File: src/rtl/mc_ctrl.sv
// ---------------------------------------------------------------------------
// mc_ctrl : multi-cycle main controller for the 32-bit MIPS subset datapath.
//
// Moore FSM that walks each instruction through fetch, decode, execute,
// memory and writeback. It drives every datapath mux select and write
// enable, and acts as the producer side of the ALU interface. Control words
// are a function of the current state only. The exceptions are alu_op in
// R_EXEC, which follows funct, and pc_write in BRANCH, which follows zero
// combinationally.
//
// Supported instructions: addu, subu, ori, lw, sw, beq, lui, j. Any other
// encoding, including the all-zero nop, returns to FETCH straight from
// DECODE without asserting a write.
// ---------------------------------------------------------------------------
module mc_ctrl (
   input  logic       clk,
   input  logic       reset,
   input  logic [5:0] opcode,
   input  logic [5:0] funct,
   input  logic       zero,
   output logic       pc_write,
   output logic [1:0] pc_src,
   output logic       ir_write,
   output logic       mem_write,
   output logic       reg_write,
   output logic [1:0] reg_dst,
   output logic [1:0] mem_to_reg,
   output logic       alu_src_a,
   output logic [1:0] alu_src_b,
   output logic [1:0] ext_op,
   output logic [1:0] alu_op,
   output logic [3:0] state
);

   // -----------------------------------------------------------------------
   // State encoding. The values are visible on the debug port, so they are
   // fixed. Codes 13-15 are never entered; they recover to FETCH.
   // -----------------------------------------------------------------------
   typedef enum logic [3:0] {
      S_FETCH     = 4'd0,
      S_DECODE    = 4'd1,
      S_MEM_ADDR  = 4'd2,
      S_MEM_READ  = 4'd3,
      S_MEM_WB    = 4'd4,
      S_MEM_WRITE = 4'd5,
      S_R_EXEC    = 4'd6,
      S_R_WB      = 4'd7,
      S_BRANCH    = 4'd8,
      S_ORI_EXEC  = 4'd9,
      S_LUI_EXEC  = 4'd10,
      S_IMM_WB    = 4'd11,
      S_JUMP      = 4'd12
   } state_t;

   // Instruction field encodings
   localparam logic [5:0] OP_RTYPE = 6'b000000;
   localparam logic [5:0] OP_LW    = 6'b100011;
   localparam logic [5:0] OP_SW    = 6'b101011;
   localparam logic [5:0] OP_BEQ   = 6'b000100;
   localparam logic [5:0] OP_ORI   = 6'b001101;
   localparam logic [5:0] OP_LUI   = 6'b001111;
   localparam logic [5:0] OP_J     = 6'b000010;
   localparam logic [5:0] FN_ADDU  = 6'b100001;
   localparam logic [5:0] FN_SUBU  = 6'b100011;

   // Mux-select encodings
   localparam logic [1:0] PC_ALU     = 2'b00;  // ALU result (PC+4)
   localparam logic [1:0] PC_ALUOUT  = 2'b01;  // branch target held in ALUOut
   localparam logic [1:0] PC_JUMP    = 2'b10;  // {PC[31:28], IR[25:0], 2'b00}
   localparam logic [1:0] DST_RT     = 2'b00;
   localparam logic [1:0] DST_RD     = 2'b01;
   localparam logic [1:0] WD_ALUOUT  = 2'b00;
   localparam logic [1:0] WD_MDR     = 2'b01;
   localparam logic [1:0] B_REG      = 2'b00;
   localparam logic [1:0] B_FOUR     = 2'b01;
   localparam logic [1:0] B_IMM      = 2'b10;
   localparam logic [1:0] B_IMM_SL2  = 2'b11;
   localparam logic [1:0] EXT_ZERO   = 2'b00;
   localparam logic [1:0] EXT_SIGN   = 2'b01;
   localparam logic [1:0] EXT_LUI    = 2'b10;
   localparam logic [1:0] ALU_ADD    = 2'b00;
   localparam logic [1:0] ALU_SUB    = 2'b01;
   localparam logic [1:0] ALU_OR     = 2'b10;

   // Complete control word for one cycle
   typedef struct packed {
      logic       pc_write;
      logic [1:0] pc_src;
      logic       ir_write;
      logic       mem_write;
      logic       reg_write;
      logic [1:0] reg_dst;
      logic [1:0] mem_to_reg;
      logic       alu_src_a;
      logic [1:0] alu_src_b;
      logic [1:0] ext_op;
      logic [1:0] alu_op;
   } ctrl_t;

   state_t r_state;
   ctrl_t  w_ctrl;
   logic   w_is_addu;
   logic   w_is_subu;
   logic   w_is_rtype_ok;

   assign w_is_addu     = (funct == FN_ADDU);
   assign w_is_subu     = (funct == FN_SUBU);
   assign w_is_rtype_ok = (opcode == OP_RTYPE) && (w_is_addu || w_is_subu);

   // Quiet control word: no enables, every select at 0, sign extension.
   function automatic ctrl_t quiet_ctrl();
      ctrl_t c;
      c            = '0;
      c.ext_op     = EXT_SIGN;
      return c;
   endfunction

   // FETCH selects with every enable suppressed. This word is used during
   // reset and in the unused state codes.
   function automatic ctrl_t idle_ctrl();
      ctrl_t c;
      c            = quiet_ctrl();
      c.pc_src     = PC_ALU;
      c.alu_src_a  = 1'b0;
      c.alu_src_b  = B_FOUR;
      c.alu_op     = ALU_ADD;
      return c;
   endfunction

   // State register with next-state decode. opcode and funct are only looked
   // at in DECODE, MEM_ADDR and R_EXEC.
   // NOTE: sequential state uses non-blocking (<=) assignments so every flop
   // samples the values from before the edge, whatever the statement order.
   always_ff @(posedge clk) begin
      if (reset) begin
         r_state <= S_FETCH;
      end else begin
         case (r_state)
            S_FETCH:     r_state <= S_DECODE;
            S_DECODE: begin
               case (opcode)
                  OP_LW,
                  OP_SW:    r_state <= S_MEM_ADDR;
                  OP_RTYPE: r_state <= w_is_rtype_ok ? S_R_EXEC : S_FETCH;
                  OP_BEQ:   r_state <= S_BRANCH;
                  OP_ORI:   r_state <= S_ORI_EXEC;
                  OP_LUI:   r_state <= S_LUI_EXEC;
                  OP_J:     r_state <= S_JUMP;
                  default:  r_state <= S_FETCH;
               endcase
            end
            S_MEM_ADDR: begin
               if (opcode == OP_LW)      r_state <= S_MEM_READ;
               else if (opcode == OP_SW) r_state <= S_MEM_WRITE;
               else                      r_state <= S_FETCH;
            end
            S_MEM_READ:  r_state <= S_MEM_WB;
            S_MEM_WB:    r_state <= S_FETCH;
            S_MEM_WRITE: r_state <= S_FETCH;
            S_R_EXEC:    r_state <= S_R_WB;
            S_R_WB:      r_state <= S_FETCH;
            S_BRANCH:    r_state <= S_FETCH;
            S_ORI_EXEC:  r_state <= S_IMM_WB;
            S_LUI_EXEC:  r_state <= S_IMM_WB;
            S_IMM_WB:    r_state <= S_FETCH;
            S_JUMP:      r_state <= S_FETCH;
            default:     r_state <= S_FETCH;
         endcase
      end
   end

   // Control word decode from the current state. While reset is high, the
   // word is overridden so that no write can reach the datapath.
   // NOTE: w_ctrl gets a full default before the case, so every path assigns
   // every bit and no latch can be inferred.
   always_comb begin
      w_ctrl = quiet_ctrl();
      case (r_state)
         S_FETCH: begin
            w_ctrl           = idle_ctrl();
            w_ctrl.ir_write  = 1'b1;
            w_ctrl.pc_write  = 1'b1;
         end
         S_DECODE: begin
            // Branch target PC + (sext(imm) << 2) is precomputed into ALUOut
            w_ctrl.alu_src_a = 1'b0;
            w_ctrl.alu_src_b = B_IMM_SL2;
            w_ctrl.alu_op    = ALU_ADD;
         end
         S_MEM_ADDR: begin
            w_ctrl.alu_src_a = 1'b1;
            w_ctrl.alu_src_b = B_IMM;
            w_ctrl.ext_op    = EXT_SIGN;
            w_ctrl.alu_op    = ALU_ADD;
         end
         S_MEM_READ: begin
            // MDR captures memory data on its own; nothing to enable
         end
         S_MEM_WB: begin
            w_ctrl.reg_write  = 1'b1;
            w_ctrl.reg_dst    = DST_RT;
            w_ctrl.mem_to_reg = WD_MDR;
         end
         S_MEM_WRITE: begin
            w_ctrl.mem_write = 1'b1;
         end
         S_R_EXEC: begin
            w_ctrl.alu_src_a = 1'b1;
            w_ctrl.alu_src_b = B_REG;
            w_ctrl.alu_op    = w_is_subu ? ALU_SUB : ALU_ADD;
         end
         S_R_WB: begin
            w_ctrl.reg_write  = 1'b1;
            w_ctrl.reg_dst    = DST_RD;
            w_ctrl.mem_to_reg = WD_ALUOUT;
         end
         S_BRANCH: begin
            // Compare rs with rt. Take the ALUOut target only when equal.
            w_ctrl.alu_src_a = 1'b1;
            w_ctrl.alu_src_b = B_REG;
            w_ctrl.alu_op    = ALU_SUB;
            w_ctrl.pc_src    = PC_ALUOUT;
            w_ctrl.pc_write  = zero;
         end
         S_ORI_EXEC: begin
            w_ctrl.alu_src_a = 1'b1;
            w_ctrl.alu_src_b = B_IMM;
            w_ctrl.ext_op    = EXT_ZERO;
            w_ctrl.alu_op    = ALU_OR;
         end
         S_LUI_EXEC: begin
            // rs is $0 for lui, so $0 + (imm << 16) is the result
            w_ctrl.alu_src_a = 1'b1;
            w_ctrl.alu_src_b = B_IMM;
            w_ctrl.ext_op    = EXT_LUI;
            w_ctrl.alu_op    = ALU_ADD;
         end
         S_IMM_WB: begin
            w_ctrl.reg_write  = 1'b1;
            w_ctrl.reg_dst    = DST_RT;
            w_ctrl.mem_to_reg = WD_ALUOUT;
         end
         S_JUMP: begin
            w_ctrl.pc_write = 1'b1;
            w_ctrl.pc_src   = PC_JUMP;
         end
         default: begin
            w_ctrl = idle_ctrl();
         end
      endcase

      if (reset) begin
         w_ctrl = idle_ctrl();
      end
   end

   assign pc_write   = w_ctrl.pc_write;
   assign pc_src     = w_ctrl.pc_src;
   assign ir_write   = w_ctrl.ir_write;
   assign mem_write  = w_ctrl.mem_write;
   assign reg_write  = w_ctrl.reg_write;
   assign reg_dst    = w_ctrl.reg_dst;
   assign mem_to_reg = w_ctrl.mem_to_reg;
   assign alu_src_a  = w_ctrl.alu_src_a;
   assign alu_src_b  = w_ctrl.alu_src_b;
   assign ext_op     = w_ctrl.ext_op;
   assign alu_op     = w_ctrl.alu_op;
   assign state      = r_state;

endmodule
File: config.mk
export PLATFORM = sky130hd
export DESIGN_NAME = mc_ctrl
export DESIGN_NICKNAME = d
export VERILOG_FILES = /design/src/rtl/mc_ctrl.sv
export SDC_FILE = /design/constraint.sdc
export NUM_CORES = 1
export LEC_CHECK = 0
export CORE_MARGIN = 2
export CORE_UTILIZATION = 38
export CTS_CLUSTER_SIZE = 10
export DETAILED_ROUTE_END_ITERATION = 8
export GPL_TIMING_DRIVEN = 0
export PLACE_DENSITY = 0.84
export SYNTH_ARGS = -nofsm -noshare
export SYNTH_HDL_FRONTEND = slang
export SYNTH_SLANG_ARGS = --single-unit
File: constraint.sdc
create_clock -name clk -period 2.5 [get_ports clk]
set_clock_uncertainty 0.05 [all_clocks]
set_input_delay 0.25 -clock clk [delete_from_list [all_inputs] [get_ports clk]]
set_output_delay 0.25 -clock clk [all_outputs]
set_load 0.02 [all_outputs]
==> results.cfg <==
[synthesis]
syn_avg_cell_area_um2 = 6.45
ys_seq_area_share_pct = 14.4
yosysWarnings = 0
ys_ff_latch = 4
syn-cell-area_um2 = 554
async_flop_share_pct = 0
synth_cells = 86
synth.distinct_cells = 34
synth_top_flop_cell = dfxtp_1
synth-edff-count = 0

[pwr]
leakage_nw = 0.342
ir_worst_vdd_mv = 0.209
p_per_area_mw_per_mm2 = 261

[floorplan]
die_width_um = 42.2
die_h_um = 42.2
dieArea_mm2 = 0.00178
rows = 13
initial_core_util_pct = 41.6
placeableCoreArea_mm2 = 0.00133
ioPinCount = 36

[run]
cap_violations = 0

[global_routing]
grt-ovfl-total = 0
grt_pass1_wl_mm = 2.44
grt_pass1_vias = 615
grt_max_degree = 11
grt.total_usage_pct = 16.8
antenna_found_initial = 0

[clock_network]
post_cts_buffers = 0
root_buffer = clkbuf_4
path_clk_slew_ns = 0.04
cts_hold_buf = 0
htree_levels = 1
cts-resized-gates = 0
clk_latency_ns = 0.24
clock_sinks = 4
cts_tree = built
clk_path_buf_depth = 2
tritoncts.num_buffers = 3

[sta]
grt_setup_unrepaired = no
fmax_mhz = 425
finalCritPeriodShare_pct = 94.1
timing_hold_violations_final = 0
slew_violations = 0
setup_viol_count_final = 0
worst_slack_ns = 0.148
finalSetupTns_ns = 0
min_period_ns = 2.35

[finish]
diodes = 0
final_common_cell = clkdlybuf4s50_1
nets = 140
largest_reg_flops = 4
area_growth_pct = 67.7
stdcell_count = 138
mostFrequentLayoutCells = 33 x clkdlybuf4s50_1, 19 x nor2_1, 7 x nand2_1
drive_gt1_share_pct = 9.76

[outcome]
outcome = finished, final reports clean

[setup_path]
crit_fanout = 10
r2r-end = state[2]
crit_type = reg -> out
start_kind = register
rrSetupSlack_ns = 1.03
required_ns = 2.20
end_kind = output port
worst-r2r-cell-count = 5
r2r-start = state[0]
worstPathArrival_ns = 2.05

[drt]
drtIter0Drc = 24
via_per_inst = 5.34
ant_nets = 0
drt_wl_total_mm = 1.63
dr_total_vias = 737
wire_per_inst_um = 11.8
dr.pass1.iters = 4
drc = 0

[placement]
portBuffers = 33
placed_cells = 135
dpl_worst_slack_ns = 0.253
dp_hpwl_mm = 1.30
gp_congestion = 0.788

[hold_path]
hold_path_class = reg -> reg
whs_path_depth = 3
hp-start = state[1]
worst_hold_path.endpoint = state[2]
cell families (layout without fill, tap and decap cells):
kind of cell    after synthesis  after routing  synth area share [%]
mux                           1              1                  1.81
simple gates                 48             48                  42.9
compound gates               22             22                  29.8
other cells                   1              2                 0.677
xor+xnor                      1              1                  1.58
flops                         4              4                  14.4
buf+inv                       9             45                  8.80
final cells by class:
class	instances	area (µm²)
repair buffers	33	330
plain buffers	7	41.3
clock buffers	3	22.5
fillers	119	404
well taps	15	18.8
flip-flops and latches	4	80.1
inverters	2	7.51
multi-input cells	74	429
per-layer routing:
metal	GRT usage (%)	part of all wire [%]	vias to the layer above
met2	29.5	50	30
met4	5.63	1.0	0
met5	0	0	-
met1	21.1	43	318
met3	1.72	6.3	2
li1	-	-	387
power breakdown:
part	switching (mW)	leakage [nW]	internal (mW)	total, mW
Combinational	0.0459	0.295	0.0466	0.0925
Sequential	0.000799	0.0326	0.0657	0.0665
Clock	0.0295	0.0138	0.0539	0.0834
Total	0.0762	0.342	0.166	0.242
worst max-delay path by stage:
stage | slack [ns] | endpoint | depth (start not counted) | startpoint
6_report | 0.15 | alu_op[0] | 5 | state[2]
2_1_floorplan | 0.51 | ext_op[0] | 4 | state[3]
5_1_grt | 0.04 | alu_op[0] | 5 | state[2]
3_3_place_gp | 0.27 | ext_op[0] | 5 | reset
4_1_cts | 0.20 | alu_op[0] | 5 | state[2]
3_5_place_dp | 0.25 | ext_op[0] | 5 | reset
metrics by stage:
| step | utilization [%] | hold WS (ns) | area (µm²) | power, mW |
|---|---|---|---|---|
| 5_1_grt | 69.7 | 0.659 | 930 | 0.251 |
| 2_1_floorplan | - | 0.388 | 558 | 0.114 |
| 4_1_cts | 69.7 | 0.617 | 930 | 0.242 |
| 3_3_place_gp | 68.0 | 0.608 | 907 | 0.158 |
| 3_5_place_dp | 68.0 | 0.616 | 907 | 0.159 |
| 6_report | 69.7 | 0.618 | 930 | 0.242 |
worst max-delay path: stages (launching register included):
cell and delay, ns:
dfxtp_1 0.39, buf_2 0.23, nor2b_1 0.22, a41oi_1 0.15, nor3_1 0.18, clkdlybuf4s50_1 0.64
cells in the mapped netlist, types with 2 or more instances:
| master | number | area share (%) |
|---|---|---|
| a211oi_1 | 3 | 4.1 |
| a21oi_1 | 3 | 2.7 |
| buf_2 | 3 | 2.7 |
| buf_4 | 3 | 4.1 |
| dfxtp_1 | 4 | 14 |
| inv_1 | 2 | 1.4 |
| nand2_1 | 7 | 4.7 |
| nand2b_1 | 4 | 4.5 |
| nand3_1 | 2 | 1.8 |
| nor2_1 | 19 | 13 |
| nor2b_1 | 2 | 2.3 |
| nor3_1 | 6 | 5.4 |
| o211ai_1 | 3 | 4.1 |
| o21ai_0 | 5 | 4.5 |
Power figures use the tool's default switching activity.
